**src/rtl/kronos_scoreboard.sv**
```systemverilog
// kronos_scoreboard: register scoreboard sitting between ID and EX.
// Tracks outstanding writes per architectural register (x1..x31), decides
// whether the decoded instruction may issue, selects forwarded operands and
// limits the number of issued-but-unretired instructions to two.
//
// Handshake: ID presents an instruction with dec_vld; the block raises ex_vld
// when it may issue and the instruction transfers to EX on ex_vld & ex_rdy.
// dec_rdy reports that ID's instruction left this cycle, either by issuing
// or by being discarded with flush. ex_vld never depends on ex_rdy.

module kronos_scoreboard (
   input  logic        clk,
   input  logic        rst,
   input  logic        dec_vld,
   output logic        dec_rdy,
   input  logic [4:0]  dec_rs1,
   input  logic [4:0]  dec_rs2,
   input  logic        dec_op1_regrd,
   input  logic        dec_op2_regrd,
   input  logic [4:0]  dec_rd,
   input  logic        dec_rd_write,
   output logic        ex_vld,
   input  logic        ex_rdy,
   input  logic        fwd_vld,
   input  logic [4:0]  fwd_rd,
   input  logic        wb_vld,
   input  logic [4:0]  wb_rd,
   input  logic        flush,
   output logic        op1_fwd,
   output logic        op2_fwd,
   output logic [1:0]  inflight,
   output logic [15:0] stall_cnt
);

   // Outstanding-write count per register; entry 0 is held at zero.
   logic [1:0] pend [32];

   logic [1:0] pend_rs1;
   logic [1:0] pend_rs2;
   logic       haz1;
   logic       haz2;
   logic       fwd_clr1;
   logic       fwd_clr2;
   logic       wb_clr1;
   logic       wb_clr2;
   logic       blk1;
   logic       blk2;
   logic       limit;
   logic       stall;
   logic       issue;

   // Next value of one pending counter. A same-cycle increment and decrement
   // cancel; otherwise the count saturates at 3 and never wraps below 0.
   function automatic logic [1:0] pend_next(input logic [1:0] cur,
                                            input logic       inc,
                                            input logic       dec);
      logic [1:0] nxt;
      nxt = cur;
      if (inc && !dec && cur != 2'd3)
         nxt = cur + 2'd1;
      else if (dec && !inc && cur != 2'd0)
         nxt = cur - 2'd1;
      return nxt;
   endfunction

   assign pend_rs1 = pend[dec_rs1];
   assign pend_rs2 = pend[dec_rs2];

   // A source is hazarded while any write to it is outstanding. With exactly
   // one write outstanding, it can be taken from EX (forward) or from the
   // retiring write-back this cycle. Two outstanding writes always stall,
   // since the forwarded value might belong to the older of the two.
   assign haz1     = dec_op1_regrd & (dec_rs1 != 5'd0) & (pend_rs1 != 2'd0);
   assign haz2     = dec_op2_regrd & (dec_rs2 != 5'd0) & (pend_rs2 != 2'd0);
   assign fwd_clr1 = fwd_vld & (fwd_rd == dec_rs1) & (pend_rs1 == 2'd1);
   assign fwd_clr2 = fwd_vld & (fwd_rd == dec_rs2) & (pend_rs2 == 2'd1);
   assign wb_clr1  = wb_vld & (wb_rd == dec_rs1) & (pend_rs1 == 2'd1);
   assign wb_clr2  = wb_vld & (wb_rd == dec_rs2) & (pend_rs2 == 2'd1);
   assign blk1     = haz1 & ~fwd_clr1 & ~wb_clr1;
   assign blk2     = haz2 & ~fwd_clr2 & ~wb_clr2;

   // At two in flight, a retirement in the same cycle frees a slot.
   assign limit = (inflight >= 2'd2) & ~wb_vld;
   assign stall = dec_vld & (blk1 | blk2 | limit);

   assign ex_vld  = ~rst & dec_vld & ~stall & ~flush;
   assign dec_rdy = ~rst & ((ex_vld & ex_rdy) | (dec_vld & flush));
   assign op1_fwd = ~rst & haz1 & fwd_clr1;
   assign op2_fwd = ~rst & haz2 & fwd_clr2;
   assign issue   = ex_vld & ex_rdy;

   // Pending counters: issue of a writer increments, write-back decrements.
   always_ff @(posedge clk) begin
      for (int i = 0; i < 32; i++) begin
         if (rst || i == 0)
            pend[i] <= 2'd0;
         else
            pend[i] <= pend_next(pend[i],
                                 issue & dec_rd_write & (dec_rd == 5'(i)),
                                 wb_vld & (wb_rd == 5'(i)));
      end
   end

   // In-flight count: issues minus retirements, never wrapping.
   always_ff @(posedge clk) begin
      if (rst)
         inflight <= 2'd0;
      else begin
         case ({issue, wb_vld})
            2'b10:   if (inflight != 2'd3) inflight <= inflight + 2'd1;
            2'b01:   if (inflight != 2'd0) inflight <= inflight - 2'd1;
            default: inflight <= inflight;
         endcase
      end
   end

   // Stall counter: counts cycles where a live instruction is held back.
   always_ff @(posedge clk) begin
      if (rst)
         stall_cnt <= 16'd0;
      else if (dec_vld && stall && !flush && stall_cnt != 16'hFFFF)
         stall_cnt <= stall_cnt + 16'd1;
   end

endmodule
```
**config.mk**
```make
export PLATFORM = sky130hd
export DESIGN_NAME = kronos_scoreboard
export DESIGN_NICKNAME = d
export VERILOG_FILES = /design/src/rtl/kronos_scoreboard.sv
export SDC_FILE = /design/constraint.sdc
export NUM_CORES = 1
export LEC_CHECK = 0
export BUFFER_PORTS_ARGS = -buffer_cell sky130_fd_sc_hd__buf_2
export CAP_MARGIN = 20
export CORE_MARGIN = 2
export CORE_UTILIZATION = 61
export CTS_CLUSTER_DIAMETER = 150
export DETAILED_ROUTE_END_ITERATION = 8
export PLACE_DENSITY_LB_ADDON = 0.1
export SYNTH_ARGS = -nofsm -noshare
export SYNTH_HDL_FRONTEND = slang
export SYNTH_SLANG_ARGS = --single-unit
```
**constraint.sdc**
```tcl
create_clock -name clk -period 3.7 [get_ports clk]
set_input_delay 0.37 -clock clk [delete_from_list [all_inputs] [get_ports clk]]
set_output_delay 0.37 -clock clk [all_outputs]
set_load 0.01 [all_outputs]
```
* Word level (Yosys, flattened, before mapping)
Memory sizes are Yosys's and may differ from the RTL's.
Index checks and enable logic that the tools add are counted.
** Cells by class
- Add/sub/neg operators :: 65
- Order comparisons :: 1
- Equality and inequality tests :: 105
- Mux-type cells :: 130
- Bitwise logic cells :: 133
- Reduce and logical (&&, ||, !) cells :: 228
** Operator list (number)
- 2-bit two-way mux :: 126
- 5-bit equality test (second input constant) :: 32
- 1-bit logical AND :: 127
- 1-bit AND :: 91
- 5-bit by 4-bit equality test with 1-bit output (second input constant) :: 16
- 2-bit nonzero test :: 35
- 2-bit inequality test (second input constant) :: 34
- 2-bit by 1-bit adder with 2-bit output (second input constant) :: 32
- 2-bit by 1-bit subtractor with 2-bit output (second input constant) :: 32
- 1-bit logical NOT :: 63
- 5-bit by 3-bit equality test with 1-bit output (second input constant) :: 8
- 1-bit OR :: 34
- 5-bit by 2-bit equality test with 1-bit output (second input constant) :: 4
- 5-bit equality test :: 4
- 16-bit by 1-bit adder with 16-bit output (second input constant) :: 1
- 16-bit inequality test (second input constant) :: 1
- 5-bit by 1-bit equality test with 1-bit output (second input constant) :: 2
- 5-bit nonzero test :: 2
- 1-bit inverter :: 8
- 2-bit by 1-bit equality test with 1-bit output (second input constant) :: 3
- 2-bit case mux with 2 select lines :: 1
- 1-bit two-way mux :: 3
- 3-bit AND reduction :: 1
- 2-bit equality test (second input constant) :: 1
- 2-bit greater-or-equal comparator (second input constant) :: 1
** Word-level totals
- Register bits :: 18
- Bits in writable memories :: 64
- Output and inout port bits :: 22
- Logic and storage cells :: 665
- Memories :: 1
** Memory list
- pend :: depth 32, width 2, read ports 33, clocked after Yosys merged registers in 0, wr ports 32, RTL line 36 : logic [1:0] pend [32];

* Depth between registers and ports, before layout
- Depth in word-level cells :: 22
- Gate-level depth with buffers :: 16
- Depth with buffers taken out :: 13

* Worst setup path after synthesis
OpenSTA, ideal clock, no wires.
- Kind :: input to register
- Start point :: input port dec_rs2[0]
- End point :: register inflight[1]
- Setup time :: 131 ps
- Arrival :: 3210 ps
- Required time :: 3569 ps
- Slack :: 359 ps
- Cell stages on the path :: 16
- Path buffers :: 3
- Cells stage by stage :: buf_4 buf_2 mux4_2 nor3_1 a211oi_1 or2_1 o22a_1 buf_2 nor2_1 nand3_1 inv_1 ha_1 nor2_1 nand3_1 o22ai_1 nor3_1
** Between the ends
- Word-level cells in the longest chain between the ends :: 16
- Elaborated cells on any way between the ends :: 30
** Ends and longest elaborated chain
- start, declared :: RTL line 17 : input logic [4:0] dec_rs2,
- memory 32 x 2 bit / 5-bit equality test (equally long branches)
- 2-bit by 1-bit equality test with 1-bit output / 1-bit AND (equally long branches) :: RTL line 76, 78
- 1-bit AND :: RTL line 76 : assign fwd_clr2 = fwd_vld & (fwd_rd == dec_rs2) & (pend_rs2 == 2'd1);
- 1-bit inverter :: RTL line 80 : assign blk2 = haz2 & ~fwd_clr2 & ~wb_clr2;
- 1-bit AND :: RTL line 80
- 1-bit AND * :: RTL line 80
- 1-bit OR * (2 in series) :: RTL line 84 : assign stall = dec_vld & (blk1 | blk2 | limit);
- 1-bit AND * :: RTL line 84
- 1-bit inverter * :: RTL line 86 : assign ex_vld = ~rst & dec_vld & ~stall & ~flush;
- 1-bit AND * (2 in series) :: RTL line 86
- 1-bit AND * :: RTL line 90 : assign issue = ex_vld & ex_rdy;
- 2-bit by 1-bit equality test with 1-bit output / 2-bit equality test (equally long branches) :: RTL line 109 : case ({issue, wb_vld})
- 2-bit inequality test (no source line) / 2-bit nonzero test (equally long branches)
- 3-bit AND reduction (no source line)
- end signal, assigned :: RTL line 110 : 2'b10: if (inflight != 2'd3) inflight <= inflight + 2'd1;
- end signal, assigned :: RTL line 111 : 2'b01: if (inflight != 2'd0) inflight <= inflight - 2'd1;
- end signal, assigned :: RTL line 112 : default: inflight <= inflight;
- end, declared :: RTL line 31 : output logic [1:0] inflight,
Mark *: on every way between the ends. The rest lies on a longest branch, timed or not.
A chain may end at the register's enable or synchronous reset.

* Final worst setup path
- Start point :: input port dec_rs1[0]
- End point :: output port ex_vld
** Between the ends
- Word-level cells in the longest chain between the ends :: 12
- Elaborated cells on any way between the ends :: 22
** Ends and longest elaborated chain
- start, declared :: RTL line 16 : input logic [4:0] dec_rs1,
- memory 32 x 2 bit / 5-bit equality test (equally long branches)
- 2-bit by 1-bit equality test with 1-bit output / 1-bit AND (equally long branches) :: RTL line 75, 77
- 1-bit AND :: RTL line 75 : assign fwd_clr1 = fwd_vld & (fwd_rd == dec_rs1) & (pend_rs1 == 2'd1);
- 1-bit inverter :: RTL line 79 : assign blk1 = haz1 & ~fwd_clr1 & ~wb_clr1;
- 1-bit AND :: RTL line 79
- 1-bit AND * :: RTL line 79
- 1-bit OR * (2 in series) :: RTL line 84
- 1-bit AND * :: RTL line 84
- 1-bit inverter * :: RTL line 86
- 1-bit AND * (2 in series) :: RTL line 86
- end, declared :: RTL line 22 : output logic ex_vld,
Marks and branches as above.

==> results.sh <==
export IMPL_outcome="finished clean"
export IMPL_drive_gt1_frac=0.167
export IMPL_cts_root_buf="clkbuf_8"
export IMPL_clk_pin_slew_ns=0.08
export IMPL_place_congestion=1.04
export IMPL_drtPass1Iterations=6
export IMPL_yosysTopAreaCell="dfxtp_1"
export IMPL_fin_skew_ns=0.0129
export IMPL_post_cts_resized=0
export IMPL_startpoint_type="input pin"
export IMPL_start_util=0.623
export IMPL_place_worst_setup_slack_ns=0.0964
export IMPL_met2_usage=0.585
export IMPL_ant_nets=0
export IMPL_synth_cells=855
export IMPL_avgSynthCellArea_um2=7.87
export IMPL_syn_area_um2=6730
export IMPL_dpl_hpwl_mm=16.7
export IMPL_synth_nets=893
export IMPL_cts_buffer_depth=2
export IMPL_fin_tns_setup_ns=0
export IMPL_holdWs_ns=0.346
export IMPL_synth_area_leaders="dfxtp_1, mux4_2, mux2i_1, nand2_1, nor2_1"
export IMPL_post_route_drc_count=0
export IMPL_slew_limit_headroom=0.315
export IMPL_hold_buffers=0
export IMPL_vias=7367
export IMPL_area_growth_pct=9.77
export IMPL_fin_ws_ns=0.186
export IMPL_tightest_slew_ns=1.03
export IMPL_diodes=0
export IMPL_grt_pass1_vias=6676
export IMPL_die_height_um=109
export IMPL_drv_slew=0
export IMPL_fin_crit_ns=3.51
export IMPL_port_buffers=56
export IMPL_hold_path_class="in2reg"
export IMPL_finalNetCount=938
export IMPL_ys_seq_area_frac=0.238
export IMPL_setup_violations=0
export IMPL_maxCapViolCount=0
export IMPL_yosysUniqueCellTypes=65
export IMPL_grt_usage=0.378
export IMPL_yosysWarningCount=0
export IMPL_synthArstFlopShare=0
export IMPL_worstSetupEndpointType="primary output"
export IMPL_finalCritPeriodShare=0.950
export IMPL_grt_overflow_total=0
export IMPL_ys_flop_type="dfxtp_1"
export IMPL_synth_top_area_frac=0.238
export IMPL_cts_made_buffers=9
export IMPL_grt_max_degree=55
export IMPL_cts_tree="yes"
export IMPL_antenna_found_initial=0
export IMPL_die_w_um=109
export IMPL_power_density_nw_per_um2=252
export IMPL_synth_edff_count=0
export IMPL_critPathArrivalTime_ns=3.14
export IMPL_cp_required_ns=3.33
export IMPL_rsz0062_at_grt="false"
export IMPL_yosys_register_bits=80
export IMPL_cts_sinks=80
export IMPL_grt_first_pass_wirelength_mm=34.6
export IMPL_utilization=0.684
export IMPL_postCtsSetupBuffers=0
export IMPL_htree_levels=3
export IMPL_fin_total_pwr_w=0.00186
export IMPL_netlist_top_cells_count="dfxtp_1, nand2_1, nor2_1, o21ai_0, a21oi_1"
export IMPL_cp_max_fo=24
export IMPL_synth_most_common_cell="dfxtp_1"
export IMPL_drtIter0Drc=872
export IMPL_rows=38
export IMPL_hold_viol_final=0
export IMPL_vdd_drop_max_v=0.000258
export IMPL_leakage_nw=2.61
export IMPL_routed_wl_mm=22.1
export IMPL_routedWlPerCell_um=21.2
export IMPL_globalRoute_busiestLayer="met2"
export IMPL_via_per_inst=7.05
export IMPL_num_io_pins=57
export IMPL_dieArea_um2=11900
export IMPL_max_freq_mhz=285
export IMPL_worst_skew_pair_late_latency_ns=0.38
export IMPL_use_met3=0.0915
export IMPL_core_um2=10800
export IMPL_met1_usage=0.494
export IMPL_criticalPathCategory="in2out"
[metal layers]
layer  up-vias  routed length, µm  part of all wire
met2       442               9840              0.44
met1      3475               8680              0.39
met3        83               2600              0.12
met5         -                  0                 0
met4         0               1000             0.045
li1       3367                  -                 -
[layout by cell type (no fill, tap or decap), types with 14 or more instances in the layout]
master,count
buf_4,29
nor2b_1,21
nand2_1,79
xor2_1,14
nor2_1,71
nand3_1,39
inv_1,19
o21ai_0,47
nand4_1,18
or3_1,18
dfxtp_1,80
buf_2,55
and3_1,27
mux2i_1,37
a21oi_1,44
a31oi_1,27
nor3_1,39
mux4_2,26
[registers in the layout, indices dropped and copies added (netlist names)]
| signal | count |
|---|---|
| pend | 62 |
| inflight | 2 |
| stall_cnt | 16 |
[cell families (layout without fill, tap and decap cells)]
logic type | Yosys count | count (layout) | synth area share
adder cells (fa/ha/maj) | 3 | 3 | 0.00558
multiplexers | 75 | 75 | 0.167
XOR/XNOR | 21 | 21 | 0.0273
buffers and inverters | 69 | 119 | 0.0433
AO/OA/AOI/OAI | 212 | 212 | 0.206
flip-flops | 80 | 80 | 0.238
AND/OR/NAND/NOR | 395 | 395 | 0.313
[power by group]
| group | switching [W] | internal [W] | total [W] |
|---|---|---|---|
| sequential | 0.00000296 | 0.000862 | 0.000865 |
| clock | 0.000339 | 0.000348 | 0.000686 |
| combinational | 0.000212 | 0.0000980 | 0.000310 |
[worst paths after layout]
kind                      from           end  slack (ns)  depth (start not counted)
setup / recovery    dec_rs1[0]        ex_vld        0.19                         10
hold / removal             rst  stall_cnt[0]        0.35                          2
setup reg to reg   pend[22][0]   inflight[1]        0.37                         13
hold reg to reg   stall_cnt[5]  stall_cnt[5]        0.49                          2
[worst max-delay path, cell delays in order]
cell	delay (ns)
buf_2	0.31
mux4_1	0.61
mux4_2	0.49
nor2_2	0.11
nor3_1	0.09
a21o_1	0.23
nor2_1	0.22
buf_4	0.35
and3_1	0.22
buf_2	0.13
[through the flow]
stage,std cells,cell area (µm²)
floorplan,855,6730
global placement,1029,7180
detailed placement,1029,7180
CTS,1045,7380
global route,1045,7380
finish,1045,7380
[area by class of cell]
class                           instances  area (µm²)
Tap cell                              140         175
Sequential cell                        80        1600
Fill cell                             949        3410
Multi-Input combinational cell        706        4840
Timing Repair Buffer                   84         493
Inverter                               19        71.3
Clock buffer                           13         159
Clock inverter                          3        40.0
No activity file was read; power rests on OpenSTA's default activity.
